[config.mk]
export PLATFORM = sky130hd
export DESIGN_NAME = if_fetch_unit
export DESIGN_NICKNAME = d
export VERILOG_FILES = /design/src/rtl/if_fetch_unit.sv
export SDC_FILE = /design/constraint.sdc
export NUM_CORES = 1
export LEC_CHECK = 0
export CORE_UTILIZATION = 45
export CTS_BUF_LIST = sky130_fd_sc_hd__clkbuf_8
export DETAILED_ROUTE_END_ITERATION = 8
export MAX_ROUTING_LAYER = met4
export PLACE_DENSITY_LB_ADDON = 0.05
export SYNTH_ARGS = -nofsm -noshare
export SYNTH_HDL_FRONTEND = slang
export SYNTH_SLANG_ARGS = --single-unit
export TNS_END_PERCENT = 20
[constraint.sdc]
create_clock -name clk -period 2.35 [get_ports clk]
set_input_delay 0.47 -clock clk [delete_from_list [all_inputs] [get_ports clk]]
set_output_delay 0.47 -clock clk [all_outputs]
set_load 0.01 [all_outputs]
[src/rtl/if_fetch_unit.sv]
// Instruction-fetch stage: owns the fetch PC, issues single-outstanding word reads,
// presents {if_pc, if_inst} to IF/ID and handles stall, flush/redirect and stale responses.
//
// state  | meaning
// S_REQ  | request for req_addr on the memory port, waiting for grant
// S_WAIT | request granted, waiting for read data (dropped if kill is set)
// S_HOLD | inst_buf holds the instruction for pc_q while IF is stalled
module if_fetch_unit #(
  parameter logic [31:0] RESET_PC  = 32'h0000_0000,
  parameter int          STAGE_NUM = 6,
  parameter int          IF_IDX    = 1,
  parameter logic [31:0] NOP_INST  = 32'h0000_0013
) (
  input  logic                 clk,
  input  logic                 rstn,
  input  logic [STAGE_NUM-1:0] stall,
  input  logic                 flush,
  input  logic [31:0]          redirect_pc,
  output logic                 im_req,
  output logic [31:0]          im_addr,
  input  logic                 im_gnt,
  input  logic                 im_rvalid,
  input  logic [31:0]          im_rdata,
  output logic [31:0]          if_pc,
  output logic [31:0]          if_inst,
  output logic                 stallreq_if
);

  typedef enum logic [1:0] {
    S_REQ  = 2'd0,
    S_WAIT = 2'd1,
    S_HOLD = 2'd2
  } state_t;

  state_t      state, state_n;
  logic [31:0] pc_q, pc_n;
  logic [31:0] req_addr, req_addr_n;
  logic [31:0] inst_buf, inst_buf_n;
  logic        kill, kill_n;
  logic        valid;
  logic        stall_if;
  logic [31:0] redirect_al;
  logic [31:0] pc_inc;
  logic        unused_ok;

  assign stall_if    = stall[IF_IDX];
  assign redirect_al = {redirect_pc[31:2], 2'b00};
  assign pc_inc      = pc_q + 32'd4;
  assign unused_ok   = ^{stall, redirect_pc[1:0]};

  always_ff @(posedge clk or negedge rstn) begin
    if (!rstn) begin
      state    <= S_REQ;
      pc_q     <= RESET_PC;
      req_addr <= RESET_PC;
      inst_buf <= NOP_INST;
      kill     <= 1'b0;
    end else begin
      state    <= state_n;
      pc_q     <= pc_n;
      req_addr <= req_addr_n;
      inst_buf <= inst_buf_n;
      kill     <= kill_n;
    end
  end

  // Outputs are forced to their idle values while reset is held, independent of the clock.
  always_comb begin
    valid = 1'b0;
    if (rstn && !flush) begin
      case (state)
        S_WAIT:  valid = im_rvalid && !kill;
        S_HOLD:  valid = 1'b1;
        default: valid = 1'b0;
      endcase
    end
    im_req      = rstn && (state == S_REQ);
    im_addr     = req_addr;
    if_pc       = valid ? pc_q : 32'd0;
    if_inst     = !valid ? NOP_INST : ((state == S_HOLD) ? inst_buf : im_rdata);
    stallreq_if = !valid;
  end

  always_comb begin
    state_n    = state;
    pc_n       = pc_q;
    req_addr_n = req_addr;
    inst_buf_n = inst_buf;
    kill_n     = kill;
    if (flush) begin
      pc_n = redirect_al;
      case (state)
        S_REQ: begin
          // An ungranted request keeps its stale address; its response is dropped later.
          kill_n = 1'b1;
          if (im_gnt) state_n = S_WAIT;
        end
        S_WAIT: begin
          if (im_rvalid) begin
            state_n    = S_REQ;
            req_addr_n = redirect_al;
            kill_n     = 1'b0;
          end else begin
            kill_n = 1'b1;
          end
        end
        S_HOLD: begin
          state_n    = S_REQ;
          req_addr_n = redirect_al;
          inst_buf_n = NOP_INST;
        end
        default: state_n = S_REQ;
      endcase
    end else begin
      case (state)
        S_REQ: begin
          if (im_gnt) state_n = S_WAIT;
        end
        S_WAIT: begin
          if (im_rvalid) begin
            if (kill) begin
              kill_n     = 1'b0;
              state_n    = S_REQ;
              req_addr_n = pc_q;
            end else if (!stall_if) begin
              pc_n       = pc_inc;
              req_addr_n = pc_inc;
              state_n    = S_REQ;
            end else begin
              inst_buf_n = im_rdata;
              state_n    = S_HOLD;
            end
          end
        end
        S_HOLD: begin
          if (!stall_if) begin
            pc_n       = pc_inc;
            req_addr_n = pc_inc;
            state_n    = S_REQ;
          end
        end
        default: state_n = S_REQ;
      endcase
    end
  end

endmodule

==> metrics.md <==
| Metric | Value |
|---|---|
| Outcome | finished with violations |
| Failing checks | negative setup slack |
| Dominant cells by area after synthesis | dfrtp_1 38%, mux2i_1 6.6%, nor2_1 4.3% |
| #FFs+latches synth | between 90 and 100 |
| Final hold slack | approximately 0.32 ns |
| Die Width | 120 microns |
| Synth async-reset ratio | 100% |
| Cell area power density | 823 nW/um^2 |
| Num CTS Buffers | 9 |
| Clk root buf | clkbuf_8 |
| R2r endpoint | pc_q[31] |
| Max Slew Vio Count | 0 |
| Distinct cells, synth | 66 |
| Final wirelength | 21700 microns |
| Die Ht | around 120 microns |
| Syn. warnings | 0 |
| Antenna violations before repair | 0 |
| Clk_lat worst skew | between 0.3 and 0.4 ns |
| Rel. slew slack | 51.5% |
| Share of the synthesized area in the top cell type | between 30 and 40% |
| Starting density of the core | between 40% and 50% |
| Diode count | 0 |
| Worst Setup Slack, final | -0.184 ns |
| Core ar. | approximately 13000 sq um |
| Max Cap Viol | 0 |
| Fin crit share | 108% |
| Worst endpoint data arrival time | roughly 2.1 ns |
| CTS tree | built |
| R2R Setup Slk | -0.01 ns |
| First-pass GRT wire length | ~33000 microns |
| PortBufs | roughly 160 |
| VDD IR max | around 0.00055 V |
| # DRC | 0 |
| Vias in the first global route | approximately 6300 |
| Per-cell routed wire length | 19.6 microns |
| Setup TNS | -7.11 ns |
| Worst-path clk slew | around 0.1 ns |
| DP Area | 8530 sq um |
| Via-per-instance ratio | 5.93 |
| Max frequency | 395 MHz |
| Critical Path RT | roughly 1.9 ns |
| Final setup viols | 64 |
| CP max stage delay | between 0.4 and 0.5 ns |
| Pleak | roughly 3.8 nW |
| Max Clock Skew | 0.00895 ns |
| # IOs | ~170 |
| Seq/Total Area, Yosys | between 30% and 40% |
| Drt pass-1 iters | 6 |
| Maximum number of pins on one net before global-route repair | 55 |
| Grt total ovfl | 0 |
| Cts hold-fix bufs | 0 |
| HPWL Detailed | 14800 microns |
| R2R depth | 8 |
| Crit path launch type | flip-flop |
| Most used DFF post-synth | dfrtp_1 |
| H-tree Lvls | 3 |
| Most frequent CP cell | buf_6 |
| Syn Area/Cell | roughly 8.7 sq um |
| Initial DRC count | ~710 |
| Worst-path fanout max | 5 |
| Setup crit end | if_pc[27] |
| Crit path cell chain | buf_6, ha_4, nand2_4, nor2_4, o21a_4, buf_12, clkbuf_16, and2_4, buf_6 |
| Detail Route Antenna Nets | 0 |
| Cells after Synth | about 720 |
| Final hold vios | 0 |
| CP Launch Point | state[0] |
| # rows | between 40 and 50 |
| Synthesized cell area | between 6000 and 7000 sq um |
| Finished Cell Area | ~9000 sq um |
| Worst slew pin tran | a little over 0.7 ns |
| Crit Reg-Reg Startpoint | state[0] |
| Final GP Congestion | approximately 0.94 |
| Min-Delay Path Class | in2async |
| Period minus WS final | roughly 2.5 ns |
| Unrepaired setup endpoints after global routing | true |
| CTS max path bufs | 2 |
| Count leader, synth | dfrtp_1 |
| EDFF count, synth | 0 |
| Die area | between 10000 and 15000 sq um |
| Core Util, Final | 68.2% |
| Layout area overhead | 46.4% |
| Critical path class | reg2out |
| Share of post-route cells with drive strength above 1 | between 20 and 30% |
| Setup crit end kind | primary output |
| CTS sink count | between 90 and 100 |
| Cell taking the most area after synthesis | dfrtp_1 |
| Fin nets | ~1000 |
| Routed vias | roughly 6600 |
| Slowest cell on crit path | dfrtp_1 |
| Most frequent cells after synthesis | 94 x dfrtp_1, 71 x nor2_1, 67 x nand2_1 |
| GRT Total Usage | just over 30% |
==> power by group <==
| part | internal [mW] | switching, mW | leakage, nW |
|---|---|---|---|
| combinational | 1.85 | 1.75 | 2.55 |
| sequential | 2.25 | 0.460 | 1.18 |
| clock | 0.578 | 0.635 | 0.105 |
| total | 4.67 | 2.84 | 3.83 |
==> what timing repair did <==
item	4_1_cts	5_1_grt
gates resized for setup	276	108
endpoints found under the setup margin	67	69
pin swaps	5	16
buffers inserted	1	6
gates cloned	1	4
==> sequential cells by signal, summed over array words and instances (netlist names) <==
name,flops
pc_q,30
state,2
im_addr,32
kill,1
inst_buf,32
==> critical path: cells and delay by family, from the launching register on <==
family,cells,cell delay (ns)
AOI/OAI and AO/OA,1,0.26
adders and majority gates,1,0.16
buffers and inverters,4,0.53
DFF,1,0.43
and+or+nand+nor,3,0.28
==> layer usage <==
metal  share of wire (%)  global-route usage, %  up-vias
met5                   0                      -        -
met4                 3.1                   13.2        0
met3                 7.1                   5.13       53
met2                  48                   47.6      293
met1                  42                   39.6     3215
li1                    -                      -     2989
==> metrics by stage <==
step           power (mW)  cells  setup slack [ns]
5_1_grt              7.93   1105            -0.243
2_1_floorplan        4.36    722            0.0249
3_3_place_gp         5.92   1080            -0.451
4_1_cts              7.26   1098            -0.122
6_report             7.52   1105            -0.184
3_5_place_dp         6.00   1080            -0.488
==> cell families after synthesis <==
logic type / count (synthesis) / share of synthesized area (%)
and+or+nand+nor: 279 / 22.5
AOI/OAI and AO/OA: 175 / 19.6
DFF: 97 / 39.0
buffers and inverters: 83 / 5.29
muxes: 51 / 8.38
xor gates and xnor gates: 31 / 4.35
adders and majority gates: 4 / 0.802
other: 1 / 0.0601
==> final cells by class <==
cell class	instances	area, sq um
Clock buffer	12	165
Clock inverter	4	50.0
Fill cell	1081	4270
Inverter	13	56.3
Multi-Input combinational cell	542	3800
Sequential cell	97	2430
Tap cell	176	220
Timing Repair Buffer	261	2400
==> cell usage in the layout (no fill, tap or decap), types with 11 or more instances in the layout <==
cell,netlist,routed
nand4_1,12,12
and2_4,0,17
a21oi_1,25,24
mux2i_1,41,34
nand2_1,67,65
and2_1,31,15
a31oi_1,11,11
buf_4,2,83
o21ai_0,40,40
nor3_1,18,17
dfrtp_1,94,92
xor2_1,11,11
nor2_2,0,20
buf_6,0,32
a22o_1,30,30
nand3_1,19,19
clkbuf_8,0,12
clkdlybuf4s50_1,0,98
xnor2_1,20,20
nor2_1,71,41
buf_2,9,34
==> worst min-delay path by stage <==
| stage | endpoint | cells after the start | slack [ns] |
|---|---|---|---|
| after floorplan | im_addr[0] | 0 | 0.17 |
| after global placement | im_addr[3] | 2 | 0.47 |
| after detailed placement | im_addr[3] | 2 | 0.47 |
| after CTS | state[0] | 3 | 0.33 |
| after global routing | inst_buf[8] | 3 | 0.36 |
| final | inst_buf[8] | 3 | 0.32 |
Note: power is estimated with default switching activity, not from simulation.
==> patch (same flow settings) <==
Make the reset (`rstn`) synchronous in one clocked block.
--- a/src/rtl/if_fetch_unit.sv
+++ b/src/rtl/if_fetch_unit.sv
@@ -49,5 +49,5 @@
   assign unused_ok   = ^{stall, redirect_pc[1:0]};
 
-  always_ff @(posedge clk or negedge rstn) begin
+  always_ff @(posedge clk) begin
     if (!rstn) begin
       state    <= S_REQ;
Function: differs if rstn is asserted again (counterexample within 4 cycles, from zero or initial values and one cycle with rstn low); with rstn held inactive, the same outputs for 4 cycles.
==> patch against the original RTL <==
  * The run still ends with negative setup slack left
  * Wire length shrank 4.7%
  * Setup slack gained 0.10 ns
  * First-iteration DRC count shrank 0.57%
  * Via count grew 1.9%
  * Sequential cell count is the same
  * Synthesized area shrank 3.8%
  * Count of clock-buffer cells in the layout shrank 3
  * Final cell count grew 3.5%
  * Synthesized cell count grew 9.3%
  * Die area shrank 3.7%
  * Design area shrank 7.5%
Power is not compared: it rests on default switching activity, and its combinational part moved more than twofold at a synthesized area within 25%.
==> patch: results (changes against the original RTL) <==
{| class="wikitable"
! Metric !! Value
|-
| Met1 demand-to-capacity share in global routing || 37.8% (was 39.6%)
|-
| HPWL Detailed || 14000 um (was 14800 um)
|-
| Iteration count of the initial detailed-routing pass || 5 (was 6)
|-
| Area after detailed placement || 8190 um2 (was 8530 um2)
|-
| Combined global-route utilization of all metal layers || 29.7% (was 30.7%)
|-
| Number of distinct library cells after synthesis || 59 (was 66)
|-
| FF-to-FF Start || pc_q[2] (was state[0])
|-
| Via count of the first global-routing pass || 6330 (was 6307)
|-
| Met1 wire length || 9090 um (was 9100 um)
|-
| Classification of the worst-slack hold path || flip-flop to flip-flop (was primary input to asynchronous set/reset pin)
|-
| Final worst-path setup slack || -0.0816 ns (was -0.184 ns)
|-
| Worst max-slew margin expressed relative to the limit || 54.5% (was 51.5%)
|-
| Critical Path AT || 1.96 ns (was 2.06 ns)
|-
| Most numerous cell types in the synthesized netlist || dfxtp_1 (97), nor2_1 (85), nand2_1 (69) (was dfrtp_1 (94), nor2_1 (71), nand2_1 (67))
|-
| Initial DRC Count || 701 (was 705)
|-
| Worst hold margin || 0.475 ns (was 0.322 ns)
|-
| Worst Reg-to-Reg Cells || 6 (was 8)
|-
| Total negative slack for setup checks || -0.840 ns (was -7.11 ns)
|-
| Final setup vio count || 32 (was 64)
|-
| Setup fix buffers added after clock tree synthesis || 0 (was 1)
|-
| Result of the run || complete, but fails checks (unchanged)
|-
| Met2 wirelength from detailed routing || 9760 um (was 10400 um)
|-
| Capture point of the worst reg-to-reg path || im_addr[16] (was pc_q[31])
|-
| M2 GR Usage || 47.1% (was 47.6%)
|-
| Number of antenna violations at the first check in global routing || 1 (was 0)
|-
| Register area share after synthesis || 32.4% (was 39.0%)
|-
| Setup slack of the worst register-to-register path || 0.09 ns (was -0.01 ns)
|-
| Total length of routed met3 wires || 1460 um (was 1550 um)
|-
| Worst path slowest cell || dfxtp_2 (was dfrtp_1)
|-
| Fraction of registers with async set/reset || 0% (was 100%)
|-
| First-pass GRT wire length || 32300 um (was 33200 um)
|-
| Violations in the final reports || negative setup slack (unchanged)
|-
| Largest fanout of any net on the critical path || 9 (was 5)
|-
| Ratio of cells with drive above 1 in the final layout || 21.4% (was 29.9%)
|-
| Pin count of the biggest net entering global routing || 60 (was 55)
|-
| Leading cell types by total area after synthesis || dfxtp_1 (32%), mux2i_1 (6.2%), nor2_1 (5.3%) (was dfrtp_1 (38%), mux2i_1 (6.6%), nor2_1 (4.3%))
|-
| Critical path destination || if_pc[24] (was if_pc[27])
|-
| Largest stage delay on the critical path || 0.36 ns (was 0.43 ns)
|-
| Layout net count || 1046 (was 1003)
|-
| Fill cell instance count of the final layout || 1125 (was 1081)
|}
[patch: changes by cell type after synthesis, sizes merged, moves of 11 or more]
cell	change
dfxtp	+97
dfrtp	-94
a21oi	+25
o21ai	+18
nor2	+14
nand2b	+11
[patch: layout make-up]
cell class	count	area share (%)
multi-input cells	601	45.6
repair buffers	246	25.5
flip-flops and latches	97	23.0
well taps	172	2.55
clock buffers	9	1.47
clock inverters	6	1.27
inverters	12	0.622
diodes	1	0.0296
[patch: cells by family (layout without fill, tap and decap cells)]
| kind of cell | count (synthesis) | after routing | synth area share, % |
|---|---|---|---|
| and+or+nand+nor | 309 | 309 | 25.6 |
| AOI/OAI and AO/OA | 212 | 212 | 23.3 |
| DFF | 97 | 97 | 32.4 |
| buffers and inverters | 91 | 273 | 6.07 |
| muxes | 40 | 40 | 6.73 |
| xor gates and xnor gates | 34 | 34 | 4.96 |
| adders and majority gates | 4 | 4 | 0.834 |
| other | 1 | 3 | 0.0625 |
[patch: stage by stage]
step	utilization (%)	std cells	setup slack, ns
global placement	63.9	1125	-0.441
detailed placement	63.9	1125	-0.519
finish	65.9	1144	-0.0816
CTS	65.1	1141	-0.149
global route	65.9	1144	-0.140
floorplan	-	789	0.0897
[patch: power groups by stage]
stage | logic, W | clock network (W) | registers, W
finish | 0.000885 | 0.00132 | 0.00181
global route | 0.000960 | 0.00141 | 0.00182
CTS | 0.000856 | 0.00134 | 0.00181
detailed placement | 0.000848 | 0 | 0.00184
global placement | 0.000828 | 0 | 0.00184
floorplan | 0.000442 | 0 | 0.00183
[patch: repair_timing]
action / 4_1_cts / 5_1_grt
hold buffers: 0 / 0
pin swaps: 1 / 7
setup endpoints to repair: 64 / 67
cloned: 1 / 2
hold endpoints to repair: 0 / 0
gates resized for setup: 243 / 62
